<file path="src/rtl/mux2_4b_rr_arbiter_pkg.sv">
// rtl/mux2_4b_rr_arbiter_pkg.sv - shared buffer state encoding and message width
package mux2_4b_rr_arbiter_pkg;

  localparam int MSG_W = 4;

  typedef enum logic {
    ST_EMPTY = 1'b0,
    ST_FULL  = 1'b1
  } buf_state_e;

endpackage

</file>
<file path="src/rtl/mux2_4b_rr_arbiter_mux.sv">
// rtl/mux2_4b_rr_arbiter_mux.sv - gate-level 2:1 data select, sel=1 picks in1
module Mux2_4b_struct
  import mux2_4b_rr_arbiter_pkg::*;
(
  input  logic [MSG_W-1:0] in0,
  input  logic [MSG_W-1:0] in1,
  input  logic             sel,
  output logic [MSG_W-1:0] out
);

  logic sel_n;

  assign sel_n = ~sel;

  for (genvar i = 0; i < MSG_W; i++) begin : g_bit
    assign out[i] = (in0[i] & sel_n) | (in1[i] & sel);
  end

endmodule

</file>
<file path="src/rtl/mux2_4b_rr_arbiter.sv">
// rtl/mux2_4b_rr_arbiter.sv - two-requester round-robin arbiter with a one-entry output buffer
module mux2_4b_rr_arbiter
  import mux2_4b_rr_arbiter_pkg::*;
(
  input  logic             clk,
  input  logic             reset,
  input  logic             in0_val,
  output logic             in0_rdy,
  input  logic [MSG_W-1:0] in0_msg,
  input  logic             in1_val,
  output logic             in1_rdy,
  input  logic [MSG_W-1:0] in1_msg,
  output logic             out_val,
  input  logic             out_rdy,
  output logic [MSG_W-1:0] out_msg,
  output logic             out_src
);

  buf_state_e       state_q, state_d;
  logic [MSG_W-1:0] msg_q, msg_d;
  logic             src_q, src_d;
  logic             prio_q, prio_d;

  logic             can_accept;
  logic             grant0, grant1;
  logic             grant_idx;
  logic             accept;
  logic [MSG_W-1:0] sel_msg;

  Mux2_4b_struct u_mux (
    .in0 (in0_msg),
    .in1 (in1_msg),
    .sel (grant_idx),
    .out (sel_msg)
  );

  always_ff @(posedge clk) begin
    if (reset) begin
      state_q <= ST_EMPTY;
      msg_q   <= '0;
      src_q   <= 1'b0;
      prio_q  <= 1'b0;
    end else begin
      state_q <= state_d;
      msg_q   <= msg_d;
      src_q   <= src_d;
      prio_q  <= prio_d;
    end
  end

  // A drain without a refill keeps msg/src so the last value stays visible.
  always_comb begin
    state_d = state_q;
    msg_d   = msg_q;
    src_d   = src_q;
    prio_d  = prio_q;
    if (accept) begin
      state_d = ST_FULL;
      msg_d   = sel_msg;
      src_d   = grant_idx;
      prio_d  = ~grant_idx;
    end else if (state_q == ST_FULL && out_rdy) begin
      state_d = ST_EMPTY;
    end
  end

  // rdy depends only on state, out_rdy, the vals and reset, never on out_msg.
  always_comb begin
    can_accept = (state_q == ST_EMPTY) || out_rdy;
    grant0     = in0_val && (!in1_val || !prio_q);
    grant1     = in1_val && (!in0_val || prio_q);
    grant_idx  = grant1;
    in0_rdy    = !reset && can_accept && grant0;
    in1_rdy    = !reset && can_accept && grant1;
    accept     = in0_rdy || in1_rdy;
    out_val    = (state_q == ST_FULL);
    out_msg    = msg_q;
    out_src    = src_q;
  end

endmodule

</file>
<file path="config.mk">
export PLATFORM = sky130hd
export DESIGN_NAME = mux2_4b_rr_arbiter
export DESIGN_NICKNAME = d
export VERILOG_FILES = /design/src/rtl/mux2_4b_rr_arbiter_pkg.sv /design/src/rtl/mux2_4b_rr_arbiter_mux.sv /design/src/rtl/mux2_4b_rr_arbiter.sv
export SDC_FILE = /design/constraint.sdc
export NUM_CORES = 1
export LEC_CHECK = 0
export BUFFER_PORTS_ARGS = -buffer_cell sky130_fd_sc_hd__buf_4
export CAP_MARGIN = 0
export CORE_AREA = 5 5 42 44
export CTS_BUF_LIST = sky130_fd_sc_hd__clkbuf_4
export CTS_CLUSTER_DIAMETER = 200
export CTS_CLUSTER_SIZE = 20
export DETAILED_ROUTE_END_ITERATION = 6
export DIE_AREA = 0 0 47 49
export GPL_TIMING_DRIVEN = 0
export PLACE_DENSITY_LB_ADDON = 0.15
export SYNTH_ARGS = -nofsm -noshare
export SYNTH_HDL_FRONTEND = slang
export SYNTH_SLANG_ARGS = --single-unit
</file>
<file path="constraint.sdc">
create_clock -name clk -period 1.1 [get_ports clk]
set_clock_uncertainty 0.1 [all_clocks]
set_input_delay 0.11 -clock clk [delete_from_list [all_inputs] [get_ports clk]]
set_output_delay 0.11 -clock clk [all_outputs]
set_load 0.02 [all_outputs]
</file>
==> results of run 1 <==
[layer usage]
layer,up-vias,global-route usage
li1,240,-
met1,231,0.1538
met2,12,0.1810
met3,2,0.05904
met5,-,0
met4,0,0.04147
[logic make-up after synthesis]
kind of cell           Yosys count  synth area share
and+or+nand+nor                 18            0.3390
DFF                              7            0.3796
buffers and inverters            5           0.05757
AOI/OAI and AO/OA               14            0.2237
[critical path: stages, from the launching register on]
cell and delay, ps:
dfxtp_2 310, nor2b_4 130, or3_4 410, nor2_4 100
buf_6 130
[per-stage QoR]
step           instance area (um^2)  setup slack (ps)    util
2_1_floorplan                 406.6            -158.2       -
3_3_place_gp                  569.3            -260.4  0.4063
3_5_place_dp                  569.3            -271.7  0.4063
4_1_cts                       728.2            -441.7  0.5196
5_1_grt                       794.5            -501.2  0.5670
6_report                      794.5            -453.3  0.5670
[cells in the mapped netlist, drive strengths merged]
cell / count / share of area
a21oi: 10 / 0.15
a2111oi: 1 / 0.024
nand2b: 1 / 0.017
dfxtp: 7 / 0.38
clkbuf: 2 / 0.024
or2: 1 / 0.017
a31oi: 1 / 0.017
o21ai: 1 / 0.014
nor4: 4 / 0.068
a311oi: 1 / 0.024
nor4b: 4 / 0.095
nand3: 4 / 0.054
inv: 2 / 0.020
nor2: 1 / 0.010
or3: 1 / 0.031
nor2b: 2 / 0.047
buf: 1 / 0.014
[power by group]
| group | leakage (nW) | internal [mW] | total [mW] | switching [mW] |
|---|---|---|---|---|
| sequential | 0.0587 | 0.278 | 0.291 | 0.0125 |
| clock | 0.0184 | 0.164 | 0.270 | 0.106 |
| combinational | 0.258 | 0.169 | 0.314 | 0.145 |
[layout by cell type, fill, tap and decap left out]
cell,netlist,layout
nor2_4,0,1
a21oi_1,9,4
inv_2,1,1
a2111oi_4,0,1
a31oi_1,1,1
o21ai_0,1,1
clkbuf_4,0,4
nand3_1,4,4
dfxtp_2,0,2
buf_6,0,8
nor2b_2,2,1
or3_4,1,1
dfxtp_1,7,5
nor4_2,0,1
nand2b_4,0,1
nor4b_2,0,1
buf_4,0,25
inv_1,1,1
nor4b_1,4,3
nor2b_4,0,1
nor4_1,4,2
buf_12,0,1
nor4_4,0,1
clkbuf_1,1,1
or2_2,1,1
a311oi_1,1,1
a21oi_2,1,6
[worst max path at each step]
| stage | from | to | slack, ps | depth (start not counted) |
|---|---|---|---|---|
| 2_1_floorplan | out_val$_SDFFE_PP0P_ | in1_rdy | -160 | 3 |
| 3_3_place_gp | prio_q$_SDFFE_PP0P_ | in1_rdy | -260 | 5 |
| 3_5_place_dp | prio_q$_SDFFE_PP0P_ | in1_rdy | -270 | 5 |
| 4_1_cts | out_val$_SDFFE_PP0P_ | in1_rdy | -440 | 4 |
| 5_1_grt | out_val$_SDFFE_PP0P_ | in1_rdy | -500 | 4 |
| 6_report | out_val$_SDFFE_PP0P_ | in1_rdy | -450 | 4 |
[sequential cells by signal, summed over array words and instances, names as in the netlist]
name     count
prio_q       1
out_src      1
out_val      1
out_msg      4
[final cells by class]
cell class / count / area, um^2 / share of cell area
Buffer: 2 / 15.01 / 0.01890
Clock buffer: 4 / 30.03 / 0.03780
Inverter: 2 / 7.507 / 0.009449
Multi-Input combinational cell: 32 / 292.8 / 0.3685
Sequential cell: 7 / 142.6 / 0.1795
Tap cell: 16 / 20.02 / 0.02520
Timing Repair Buffer: 33 / 286.5 / 0.3606
[what timing repair did]
action / in CTS / in global routing
buffers inserted: 8 / 7
setup endpoints to repair: 7 / 8
gates resized for setup: 13 / 8
pin swaps: 6 / 7
==> flow_metrics.tcl, run 1 <==
set metrics [dict create \
    num-fill-cells 144 \
    drtIter0Drc 3 \
    syn2layout_area_growth_pct 115.3 \
    clkTransAtPathRegs_ps 60 \
    period_share 1.412 \
    instances_no_fill 96 \
    wirelength_um 1393 \
    hold_path_startpoint "in1_val" \
    syn_area_um2 369.1 \
    synthDistinctLibCells 20 \
    cts_max_path_buffers 2 \
    cts_sinks 7 \
    fin_nets 94 \
    die_h_um 49 \
    startpoint_type "flop" \
    drive_above_1_share 0.7125 \
    reg2reg_slack_ps -400 \
    rows 14 \
    start_util 0.2634 \
    slew-limit-headroom 0.6035 \
    fmax_mhz 643.8 \
    drc 0 \
    cp_max_fo 3 \
    core_um2 1401 \
    min_period_ps 1553 \
    final.setup.tns_ps -1881 \
    antenna_found_initial 0 \
    worstSkewPairLatency_ps 260 \
    gp_congestion 0.7154 \
    reg2reg_depth 6 \
    ys_seq_area_frac 0.3797 \
    met3WireLength_um 94 \
    grt_pass1_vias 464 \
    grt-ovfl-total 0 \
    violations "setup timing" \
    cts_tree "yes" \
    io-pin-count 21 \
    grt_pass1_wl_um 2070 \
    hold-path-endpoint "prio_q$_SDFFE_PP0P_" \
    cts_root_buf "clkbuf_4" \
    top_layer "met4" \
    worstMarginPinSlew_ps 594.8 \
    grt_max_degree 11 \
    via_per_inst 5.052 \
    synth_warnings 0 \
    dr.pass1.iters 3 \
    reg2reg_from "out_val$_SDFFE_PP0P_" \
    chipWidth_um 47 \
    ant_nets 0 \
    ir_drop_uv 802.2 \
    syn_nets 57 \
    hpwl_um 834.2 \
    ys_ff_latch 7 \
    p_per_area_nw_per_um2 1101 \
    slew_viol_final 0 \
    worst_slack_ps -453.3 \
    cts_hold_buf 0 \
    num_vias 485 \
    avgSynthCellArea_um2 8.389 \
    grt_setup_unrepaired "true" \
    finalHoldViolations 0 \
    setup_violations 8 \
    hold_class "primary input to flop" \
    worstHoldPathCells 2 \
    die_area_um2 2303 \
    hold_slack_ps 59.14 \
    worstReg2RegEnd "out_src$_SDFFE_PP0P_" \
    drv_cap 0 \
    synthCells 44 \
    leakage_nw 0.3353 \
    setup.worst_path.class "flop to output port" \
    cts_buffers 3 \
    wl_met2_um 743 \
    drt-met1-wl_um 540 \
    power_mw 0.8751 \
    status "complete, but fails checks" \
    io_buffers 19 \
    place_inst 79 \
    h-tree-depth 1 \
    grt_util_all_layers 0.1232 \
    wl_per_cell_um 14.51 \
    crit_required_ps 890 \
    cp-end-kind "output port" \
    cp.arrival_ps 1340 \
    antennaDiodeCount 0 \
]
No activity file was read; power rests on OpenSTA's default activity.
==> run 2, diff against run 1 <==
Settings changed: HOLD_SLACK_MARGIN set to 0.02, SKIP_CTS_REPAIR_TIMING set to 1.
==> flow_metrics.tcl, run 2 (synthesis gave the netlist of run 1 again) <==
set metrics [dict create \
    status "complete, but fails checks" \
    violations "setup timing" \
    antenna_found_initial 0 \
    pwr-share-clk 0.325 \
    worstSkewPairLatency_ps 260 \
    io-pin-count 21 \
    cp_max_fo 5 \
    setup_violations 7 \
    period_share 1.424 \
    cp.arrival_ps 1360 \
    timing.critical_path.mode_cell "buf_6" \
    grt_max_degree 11 \
    h-tree-depth 1 \
    cts_max_path_buffers 2 \
    place_area_um2 569.3 \
    dr.pass1.iters 3 \
    slew-limit-headroom 0.6217 \
    num_vias 438 \
    startpoint_type "flop" \
    power_frac_seq 0.355 \
    fin_nets 87 \
    ir_drop_uv 764.9 \
    hold_class "primary input to flop" \
    core_um2 1401 \
    drive_above_1_share 0.6164 \
    hpwl_um 834.2 \
    die_h_um 49 \
    grt_pass1_wl_um 1745 \
    finalHoldViolations 0 \
    final.setup.tns_ps -1517 \
    io_buffers 19 \
    grt_pass1_vias 397 \
    path_buf_inv 2 \
    worstMarginPinSlew_ps 567.5 \
    drtIter0Drc 2 \
    cpPeakStageDelay_ps 400 \
    worst_slack_ps -466.4 \
    drc 0 \
    cts_sinks 7 \
    switchingPower_mw 0.2390 \
    die_area_um2 2303 \
    syn2layout_area_growth_pct 85.42 \
    slew_viol_final 0 \
    clkTransAtPathRegs_ps 60 \
    grt_util_all_layers 0.1057 \
    wl_per_cell_um 13.28 \
    crit_slowest_cell "or3_4" \
    wirelength_um 1182 \
    p_per_area_nw_per_um2 1195 \
    comb_power_share 0.320 \
    p_int_mw 0.5787 \
    start_util 0.2634 \
    rows 14 \
    setup.worst_path.class "flop to output port" \
    cp-end-kind "output port" \
    ant_nets 0 \
    worstHoldPathCells 2 \
    via_per_inst 4.921 \
    fin_area_um2 684.4 \
    switching_share 0.2923 \
    reg2reg_depth 6 \
    cp_top_family "simple AND/OR/NAND/NOR gates" \
    crit_cells 5 \
    antennaDiodeCount 0 \
    gp_congestion 0.7154 \
    leakage_nw 0.2931 \
    fmax_mhz 638.4 \
    grt-ovfl-total 0 \
    grt_setup_unrepaired "true" \
    chipWidth_um 47 \
    min_period_ps 1566 \
    cts_buffers 3 \
    largest_register_ff_count 4 \
    cp_cell_sequence "buf_6 > nor2b_4 > or3_4 > nor2_4 > buf_6" \
    cts_tree "yes" \
    final_util 0.4884 \
    crit_required_ps 890 \
    cts_root_buf "clkbuf_4" \
    num-fill-cells 161 \
    drv_cap 0 \
    layout_common_cells "buf_4 (23), a21oi_1 (6), dfxtp_1 (5)" \
    final_common_cell "buf_4" \
]
[run 2: power by group through the flow]
stage / sequential, mW / combinational (mW) / clock (mW)
4_1_cts: 0.288 / 0.219 / 0.278
6_report: 0.290 / 0.262 / 0.266
2_1_floorplan: 0.317 / 0.102 / 0
3_5_place_dp: 0.293 / 0.219 / 0
5_1_grt: 0.293 / 0.281 / 0.299
3_3_place_gp: 0.293 / 0.217 / 0
[run 2: layout make-up]
class | count | area, um^2 | share of cell area
Timing Repair Buffer | 25 | 195.2 | 0.2852
Inverter | 2 | 7.507 | 0.01097
Tap cell | 16 | 20.02 | 0.02925
Buffer | 3 | 26.28 | 0.03839
Sequential cell | 7 | 142.6 | 0.2084
Multi-Input combinational cell | 32 | 262.8 | 0.3839
Clock buffer | 4 | 30.03 | 0.04388
[run 2: layer usage]
layer  track usage  wire length [um]  vias up
li1              -                 -      227
met1        0.1278               509      197
met2        0.1516               584       12
met3       0.05904                72        2
met4       0.04147                14        0
met5             0                 0        -
[run 2: per-stage QoR]
step,hold WS [ps],instances,power [mW],setup WS [ps]
floorplan,126.1,44,0.4189,-158.2
global placement,306.7,79,0.5101,-260.4
detailed placement,314.7,79,0.5120,-271.7
CTS,37.03,83,0.7851,-560.8
global route,47.23,89,0.8734,-523.5
finish,49.63,89,0.8177,-466.4
[run 2: final timing paths]
path,startpoint,end,slack [ps]
worst min register to register,out_src$_SDFFE_PP0P_,out_src$_SDFFE_PP0P_,400
worst max-delay path,prio_q$_SDFFE_PP0P_,in1_rdy,-470
worst min-delay path,in1_val,prio_q$_SDFFE_PP0P_,50
worst max register to register,prio_q$_SDFFE_PP0P_,out_src$_SDFFE_PP0P_,-330
[run 2: worst register-to-register path, cell delays in order (launching register included)]
cell	delay, ps
dfxtp_2	320
buf_6	120
nor2b_4	50
or3_4	400
buf_4	150
buf_6	100
a21oi_2	120
